**config.mk**
```make
export PLATFORM = sky130hd
export DESIGN_NAME = cl_pixel_unpacker
export DESIGN_NICKNAME = d
export VERILOG_FILES = /design/src/rtl/cl_pixel_unpacker.sv
export SDC_FILE = /design/constraint.sdc
export NUM_CORES = 1
export LEC_CHECK = 0
export ABC_AREA = 0
export BUFFER_PORTS_ARGS = -buffer_cell sky130_fd_sc_hd__buf_2
export CAP_MARGIN = 10
export CORE_MARGIN = 2
export CORE_UTILIZATION = 30
export CTS_CLUSTER_DIAMETER = 60
export DETAILED_ROUTE_END_ITERATION = 12
export PLACE_DENSITY = 0.51
export SLEW_MARGIN = 5
export SYNTH_ARGS = -nofsm -noshare
export SYNTH_HDL_FRONTEND = slang
export SYNTH_SLANG_ARGS = --single-unit
```
**constraint.sdc**
```tcl
create_clock -name clk_85 -period 6.55 [get_ports clk_85]
set_input_delay 0.655 -clock clk_85 [delete_from_list [all_inputs] [get_ports clk_85]]
set_output_delay 0.655 -clock clk_85 [all_outputs]
set_load 0.01 [all_outputs]
```
**src/rtl/cl_pixel_unpacker.sv**
```systemverilog
// Camera Link top/btm tap unpacker: bit-residue unpacking, dark subtraction, column/row/frame tagging.
// Define CL_UNPACK_SAT_EN to clamp dn<dark to zero; otherwise the subtraction wraps modulo 2^DN_SIZE.
module cl_pixel_unpacker #(
  parameter int DN_SIZE      = 12,
  parameter int N_PORT       = 5,
  parameter int N_COL_SIZE   = 12,
  parameter int N_ROW_SIZE   = 11,
  parameter int N_FRAME_SIZE = 20,
  localparam int W_IN    = 8 * N_PORT,
  localparam int MAX_PIX = (W_IN + DN_SIZE - 1) / DN_SIZE,
  localparam int RES_W   = $clog2(DN_SIZE),
  localparam int LANE_W  = MAX_PIX * DN_SIZE
) (
  input  logic                      clk_85,
  input  logic                      reset,
  input  logic                      cl_fval,
  input  logic                      cl_lval,
  input  logic [W_IN-1:0]           cl_top,
  input  logic [W_IN-1:0]           cl_btm,
  input  logic [2*LANE_W-1:0]       coeff_data,
  input  logic                      coeff_empty,
  output logic                      coeff_rd,
  input  logic                      error_clr,
  output logic [MAX_PIX-1:0]        pix_valid,
  output logic [LANE_W-1:0]         e_top,
  output logic [LANE_W-1:0]         e_btm,
  output logic [N_COL_SIZE-1:0]     l_col,
  output logic [N_COL_SIZE-1:0]     r_col,
  output logic [N_ROW_SIZE-1:0]     row,
  output logic [N_FRAME_SIZE-1:0]   frame,
  output logic                      frame_end,
  output logic                      error,
  output logic                      line_misalign
);

  localparam int CW = W_IN + DN_SIZE - 1;
  localparam int TW = $clog2(CW + 1);
  localparam int NW = $clog2(MAX_PIX + 1);
  localparam logic [RES_W-1:0] RES_MAX = RES_W'(DN_SIZE - 1);

  typedef enum logic [1:0] {ST_IDLE, ST_INTERLINE, ST_LINE, ST_ERROR} state_t;

  state_t                    state_q, state_d;
  logic                      fval_q, fval_d;
  logic [N_ROW_SIZE-1:0]     row_q, row_d;
  logic [N_FRAME_SIZE-1:0]   frame_q, frame_d;
  logic                      frame_end_q, frame_end_d;
  logic                      misalign_q, misalign_d;
  logic [MAX_PIX-1:0]        pix_valid_q, pix_valid_d;
  logic [N_COL_SIZE-1:0]     l_col_q, l_col_d, r_col_q, r_col_d;
  logic [N_COL_SIZE-1:0]     next_col_q, next_col_d;
  logic [LANE_W-1:0]         e_top_q, e_top_d, e_btm_q, e_btm_d;
  logic [RES_W-1:0]          res_n_q, res_n_d;
  logic [DN_SIZE-2:0]        top_res_q, top_res_d, btm_res_q, btm_res_d;

  logic [CW-1:0]             top_word, btm_word, top_al, btm_al, res_mask, top_left, btm_left;
  logic [RES_W-1:0]          shift_amt, res_n_next;
  logic [TW-1:0]             tot_bits;
  logic [NW-1:0]             n_pix;
  logic [LANE_W-1:0]         top_dn, btm_dn;
  logic                      beat, err_cond;

  function automatic logic [DN_SIZE-1:0] dark_sub(input logic [DN_SIZE-1:0] dn,
                                                  input logic [DN_SIZE-1:0] dark);
`ifdef CL_UNPACK_SAT_EN
    return (dn < dark) ? '0 : dn - dark;
`else
    return dn - dark;
`endif
  endfunction

  assign err_cond = cl_lval && (coeff_empty || !cl_fval);
  assign beat     = cl_lval && cl_fval && !coeff_empty &&
                    (state_q == ST_INTERLINE || state_q == ST_LINE);
  assign coeff_rd = beat;

  // Left-align {residue, taps} so pixel k always sits at a fixed offset from the MSB.
  always_comb begin
    top_word   = {top_res_q, cl_top};
    btm_word   = {btm_res_q, cl_btm};
    shift_amt  = RES_MAX - res_n_q;
    top_al     = top_word << shift_amt;
    btm_al     = btm_word << shift_amt;
    tot_bits   = TW'(res_n_q) + TW'(W_IN);
    n_pix      = NW'(tot_bits / TW'(DN_SIZE));
    res_n_next = RES_W'(tot_bits % TW'(DN_SIZE));
    res_mask   = (CW'(1) << res_n_next) - CW'(1);
    top_left   = top_word & res_mask;
    btm_left   = btm_word & res_mask;
    top_dn     = '0;
    btm_dn     = '0;
    for (int k = 0; k < MAX_PIX; k++) begin
      top_dn[k*DN_SIZE +: DN_SIZE] = top_al[CW-1-k*DN_SIZE -: DN_SIZE];
      btm_dn[k*DN_SIZE +: DN_SIZE] = btm_al[CW-1-k*DN_SIZE -: DN_SIZE];
    end
  end

  always_comb begin
    state_d     = state_q;
    fval_d      = cl_fval;
    row_d       = row_q;
    frame_d     = frame_q;
    frame_end_d = 1'b0;
    misalign_d  = misalign_q;
    pix_valid_d = '0;
    l_col_d     = '1;
    r_col_d     = '1;
    e_top_d     = e_top_q;
    e_btm_d     = e_btm_q;
    next_col_d  = '0;
    res_n_d     = '0;
    top_res_d   = '0;
    btm_res_d   = '0;

    if (error_clr && !cl_fval) misalign_d = 1'b0;

    unique case (state_q)
      ST_IDLE: begin
        if (err_cond) state_d = ST_ERROR;
        else if (cl_fval && !fval_q) begin
          state_d = ST_INTERLINE;
          row_d   = '0;
        end
      end
      ST_INTERLINE: begin
        if (err_cond) state_d = ST_ERROR;
        else if (!cl_fval) begin
          state_d     = ST_IDLE;
          frame_end_d = 1'b1;
          frame_d     = frame_q + N_FRAME_SIZE'(1);
          row_d       = '0;
        end else if (cl_lval) state_d = ST_LINE;
      end
      ST_LINE: begin
        if (err_cond) state_d = ST_ERROR;
        else if (!cl_lval) begin
          if (res_n_q != '0) misalign_d = 1'b1;
          if (!cl_fval) begin
            state_d     = ST_IDLE;
            frame_end_d = 1'b1;
            frame_d     = frame_q + N_FRAME_SIZE'(1);
            row_d       = '0;
          end else begin
            state_d = ST_INTERLINE;
            row_d   = row_q + N_ROW_SIZE'(1);
          end
        end
      end
      ST_ERROR: begin
        if (error_clr && !cl_fval) state_d = ST_IDLE;
      end
      default: state_d = ST_IDLE;
    endcase

    // Any cycle that is not an accepted beat discards the partial pixel and restarts columns.
    if (beat) begin
      for (int k = 0; k < MAX_PIX; k++) begin
        if (NW'(k) < n_pix) pix_valid_d[k] = 1'b1;
        e_top_d[k*DN_SIZE +: DN_SIZE] = dark_sub(top_dn[k*DN_SIZE +: DN_SIZE],
                                                 coeff_data[k*DN_SIZE +: DN_SIZE]);
        e_btm_d[k*DN_SIZE +: DN_SIZE] = dark_sub(btm_dn[k*DN_SIZE +: DN_SIZE],
                                                 coeff_data[LANE_W + k*DN_SIZE +: DN_SIZE]);
      end
      l_col_d    = next_col_q;
      r_col_d    = next_col_q + N_COL_SIZE'(n_pix) - N_COL_SIZE'(1);
      next_col_d = next_col_q + N_COL_SIZE'(n_pix);
      res_n_d    = res_n_next;
      top_res_d  = top_left[DN_SIZE-2:0];
      btm_res_d  = btm_left[DN_SIZE-2:0];
    end
  end

  // fval_q resets high so a line in progress at reset release is not picked up mid-way.
  always_ff @(posedge clk_85 or posedge reset) begin
    if (reset) begin
      state_q     <= ST_IDLE;
      fval_q      <= 1'b1;
      row_q       <= '0;
      frame_q     <= '0;
      frame_end_q <= 1'b0;
      misalign_q  <= 1'b0;
      pix_valid_q <= '0;
      l_col_q     <= '1;
      r_col_q     <= '1;
      next_col_q  <= '0;
      e_top_q     <= '0;
      e_btm_q     <= '0;
      res_n_q     <= '0;
      top_res_q   <= '0;
      btm_res_q   <= '0;
    end else begin
      state_q     <= state_d;
      fval_q      <= fval_d;
      row_q       <= row_d;
      frame_q     <= frame_d;
      frame_end_q <= frame_end_d;
      misalign_q  <= misalign_d;
      pix_valid_q <= pix_valid_d;
      l_col_q     <= l_col_d;
      r_col_q     <= r_col_d;
      next_col_q  <= next_col_d;
      e_top_q     <= e_top_d;
      e_btm_q     <= e_btm_d;
      res_n_q     <= res_n_d;
      top_res_q   <= top_res_d;
      btm_res_q   <= btm_res_d;
    end
  end

  assign pix_valid     = pix_valid_q;
  assign e_top         = e_top_q;
  assign e_btm         = e_btm_q;
  assign l_col         = l_col_q;
  assign r_col         = r_col_q;
  assign row           = row_q;
  assign frame         = frame_q;
  assign frame_end     = frame_end_q;
  assign error         = (state_q == ST_ERROR);
  assign line_misalign = misalign_q;

endmodule
```
======== Yosys cells after proc, flatten, opt, wreduce, memory -nomap -nowiden ========
Index checks and enable logic that the tools add are counted.
storage, ports and cells
  bits in read-only memories .............. 0
  bits in registers ....................... 198
  output and inout port bits .............. 159
  memories kept ........................... 0
  bits in writable memories ............... 0
  bits in latches ......................... 0
  logic and storage cells ................. 116
  input port bits ......................... 182
cells by class
  magnitude comparators ................... 4
  reduce and logical (&&, ||, !) cells .... 18
  equal/unequal tests ..................... 13
  bitwise logic cells ..................... 2
  shift-type cells ........................ 3
  div/mod/pow operators ................... 2
  add/subtract/negate cells ............... 15
  mux-type cells .......................... 44
  $mul .................................... 0
operators by type and width
  cell                   number
  $shl 51x4->51          2
  $mux 11                9
  $sub 12x12->12         8
  $mux 20                4
  $pmux 20 s2            1
  $mux 12                3
  $pmux 11 s3            1
  $and 11x11->11         2
  $add 20x1->20 const B  1
  $mux 2                 8
  $mux 1                 14
  $add 12x3->12          1
  $ne 2x2->1 const B     6
  $sub 12x1->12 const B  1
  $add 11x1->11 const B  1
  $shl 1x4->11 const A   1
  $sub 11x2->11 const B  1
  $mux 4                 2
  $pmux 2 s4             1
  $reduce_and 4->1       2
  $reduce_and 7->1       1
  $add 4x6->6 const B    1
  $div 6x4->6 const B    1
  $logic_and 1x1->1      6
  16 further kinds       23

======== Logic depth before layout (Yosys ltp) ========
  depth in word-level cells ............... 7
  gate-level depth with buffers ........... 20

======== Worst setup path after synthesis ========
No wires, ideal clock.
  path type ............................... reg2reg
  from .................................... register res_n_q[2]
  to ...................................... register e_top_q[35] (netlist: e_top[35])
  cell stages (with the launch flop) ...... 18
  required time ........................... 6.418 ns
  buffers on the path ..................... 7
  clock period less this slack ............ 4.565 ns
  setup slack ............................. 1.985 ns
  arrival time ............................ 4.433 ns
  path through ............................ dfrtp_1 > buf_2 > buf_2 > clkinv_1 > clkbuf_1 > ha_1 > buf_2 > buf_2 > buf_2 > buf_2 > mux2i_1 > a21oi_1 > ha_1 > or4_1 > o32ai_1 > o21ai_1 > mux2i_1 > nand4_1
between the ends
  longest elaborated chain between the ends .. 3
ends and longest elaborated chain
  element                 RTL line  RTL
  from (decl)             53        logic [RES_W-1:0] res_n_q, res_n_d;
  from (signal assigned)  204       res_n_q <= res_n_d;
  $sub 4x4->4             81        shift_amt = RES_MAX - res_n_q;
  $shl 51x4->51           82        top_al = top_word << shift_amt;
  $sub 12x12->12          68        return dn - dark;
  to (signal assigned)    202       e_top_q <= e_top_d;
  to (decl)               52        logic [LANE_W-1:0] e_top_q, e_top_d, e_btm_q, e_btm_d;
Every way passes these cells.
A chain may end at the register's enable or synchronous reset.

======== Worst setup path in the final report ========
  from .................................... register res_n_q[2]
  to ...................................... register r_col_q[9] (netlist: r_col[9])
between the ends
  longest elaborated chain between the ends .. 5
ends and longest elaborated chain
  element               RTL line  RTL
  $add 4x6->6           84        tot_bits = TW'(res_n_q) + TW'(W_IN);
  $div 6x4->6           85        n_pix = NW'(tot_bits / TW'(DN_SIZE));
  $add 12x3->12         165       r_col_d = next_col_q + N_COL_SIZE'(n_pix) - N_COL_SIZE'(1);
  $sub 12x1->12         165
  $mux 12               156       if (beat) begin
  via r_col_d[9]        50        logic [N_COL_SIZE-1:0] l_col_q, l_col_d, r_col_q, r_col_d;
  to (signal assigned)  200       r_col_q <= r_col_d;
  to (decl)             50
The timed path passes the listed nets, and every way through them passes these cells.

==> summary.txt <==
Post-CTS Resized = 0
Top_reg_cell synth = dfrtp_1
Clk buf depth = 2
Nets = 2145
Worst rel slew slack = 0.219
Worst-path clk slew = 0.07 ns
Critical Path Sink Type = flip-flop
Async SR Flop Fraction = 1.00
Inst Count DP = 2434
Diodes inserted = 0
Most frequent cells in the layout = buf_2 (340), dfrtp_1 (164), nand2_1 (160), inv_1 (134), ha_1 (107)
Post-Route Skew = 0.0108 ns
CP max FO = 51
Final Max Tran Viols = 0
Final std cells w/o fill = 2465
Placed instance area = 16500 µm²
Post-synth EDFFs = 0
Fin. Hold Viols = 0
Most common cell after layout, fill and taps aside = buf_2
Final Hold Slack = 0.271 ns
Final worst-path cycle share = 0.741
Starting DRC count in detailed routing = 1041
R2R setup slack = 1.70 ns
Post-synthesis sequential area ratio = 0.336
Antenna violations before repair = 3
Avg Inst Size Synth = 9.21 µm²
Post-detail-place hpwl = 36500 µm
Worst r2r src = res_n_q[2]
First-pass GRT wire length = 73100 µm
RSZ-0062 raised after global routing = false
Vias in the first global route = 12600
Hold buffers post-CTS = 0
Rows = 79
Cell leakage power = 8.09 nW
Die Ht = 222 µm
Buffers on Ports = 340
CTS root buf = clkbuf_16
P&R area growth vs syn = 20.0%
Gr ovfl total = 0
Number of distinct library cells after synthesis = 80
Die ar. = 49300 µm²
Min cycle time layout = 4.85 ns
Worst vdd rail ir drop = 0.000118 V
GPL Wtd Cong = 0.898
Total wire length = 47200 µm
CTS H-tree depth = 4
Post-CTS Setup Bufs = 0
Final setup fails = 0
Fraction of layout cells with a size suffix above 1 = 0.255
Layout Utilization = 0.366
Status = completed
CTS buffer count = 17
Finished Cell Area = 17100 µm²
Synth warn = 0
Max Freq = 0.206 GHz
Antenna-violating nets left = 0
CTS tree = built
WL per Instance = 19.2 µm
Setup TNS = 0 ns
Vias per std cell = 5.12
GRT Util Overall = 0.193
I/O pin total = 341
Initial core utilization = 0.305
Critical path launch point type = flip-flop
Cell Pwr Density = 303 nW/µm²
Die Span X = 222 µm
Max-capacitance violation count = 0
Hold Path Class = in2async
Largest net degree at the start of global routing = 171
Critical Path RT = 6.95 ns
Reg2Reg Depth = 16
Via Count = 12600
CTS Sinks = 190
DRT Pass-1 Iters = 7
RR Endpoint = r_col[9]
CP Class = reg2reg
Skew-Pair Late Insertion Delay = 0.49 ns
Worst endpoint data arrival time = 5.25 ns
Slew @ Worst Pin = 1.17 ns
Post-synthesis register bit count = 190
Core area = 46800 µm²
DRC errors left = 0
Mapped cell area = 14300 µm²
Gate Count Post-Synth = 1547
## how the worst max path moves through the flow
| stage | startpoint | end | slack [ns] | depth (start not counted) |
|---|---|---|---|---|
| floorplan | reset | btm_res_q[0] | 0.77 | 1 |
| global placement | res_n_q[2] | r_col[11] | 1.76 | 16 |
| detailed placement | res_n_q[2] | r_col[9] | 1.58 | 13 |
| CTS | res_n_q[2] | r_col[9] | 1.55 | 13 |
| global route | res_n_q[2] | r_col[9] | 1.26 | 13 |
| finish | res_n_q[2] | r_col[9] | 1.70 | 16 |
## area by class of cell
| type | instances | area (µm²) |
|---|---|---|
| Clock buffer | 20 | 447 |
| Clock inverter | 11 | 133 |
| Fill cell | 4852 | 29700 |
| Inverter | 137 | 522 |
| Multi-Input combinational cell | 1153 | 8670 |
| Sequential cell | 190 | 4790 |
| Tap cell | 607 | 759 |
| Timing Repair Buffer | 347 | 1780 |
## cell usage after synthesis, types with 33 or more instances
cell,n,area share
dfrtp_1,165,0.29
nand2_1,160,0.042
inv_1,135,0.036
ha_1,108,0.095
nor2_1,66,0.017
a21oi_1,65,0.023
nand3_1,56,0.020
o21ai_0,53,0.019
o21ai_1,53,0.019
mux4_2,44,0.070
xnor2_1,44,0.027
mux2i_1,38,0.027
and3_1,37,0.016
xor2_1,33,0.020
## power breakdown
group	total, mW	leakage, nW	internal, mW	switching (mW)
clock network	1.10	0.278	0.576	0.520
logic	2.34	5.40	0.968	1.37
registers	1.74	2.41	1.52	0.218
total	5.17	8.09	3.06	2.11
## flip-flops by register name, indices dropped and copies added (netlist names)
register / cells
row: 11
r_col: 12
frame: 20
next_col_q: 12
e_top: 48
top_res_q: 8
res_n_q: 2
pix_valid: 4
state_q: 2
l_col: 12
e_btm: 48
frame_end: 1
btm_res_q: 8
line_misalign: 1
fval_q: 1
## per-stage QoR
stage	power [mW]	setup WS, ns
2_1_floorplan	3.25	0.766
3_3_place_gp	4.09	1.76
3_5_place_dp	4.11	1.58
4_1_cts	5.26	1.55
5_1_grt	5.58	1.26
6_report	5.17	1.70
## cell families (layout without fill, tap and decap cells)
family / after synthesis / in the layout / synth area share
and+or+nand+nor: 518 / 518 / 0.187
AOI/OAI and AO/OA: 348 / 348 / 0.160
buffers and inverters: 205 / 515 / 0.0581
DFF: 190 / 190 / 0.336
adders and majority gates: 117 / 117 / 0.107
muxes: 90 / 90 / 0.103
xor gates and xnor gates: 78 / 78 / 0.0485
other: 1 / 2 / 0.000263
## metal layers
metal  part of all wire  track usage
met1               0.44        0.245
met4              0.020       0.0549
met3              0.057       0.0501
met2               0.48        0.323
met5            0.00087            0
## worst max-delay path, stage by stage, from the launching register on
cell,delay (ns)
dfrtp_4,0.88
clkinv_1,0.28
buf_4,0.29
ha_1,0.26
o22a_1,0.25
a21o_1,0.16
ha_1,0.17
a31oi_1,0.17
o211ai_2,0.18
ha_1,0.25
fa_1,0.49
xor2_1,0.22
nor3_1,0.28
and2_1,0.22
and4_1,0.32
a311oi_1,0.12
a41oi_1,0.22
(Power assumes the default switching activity.)
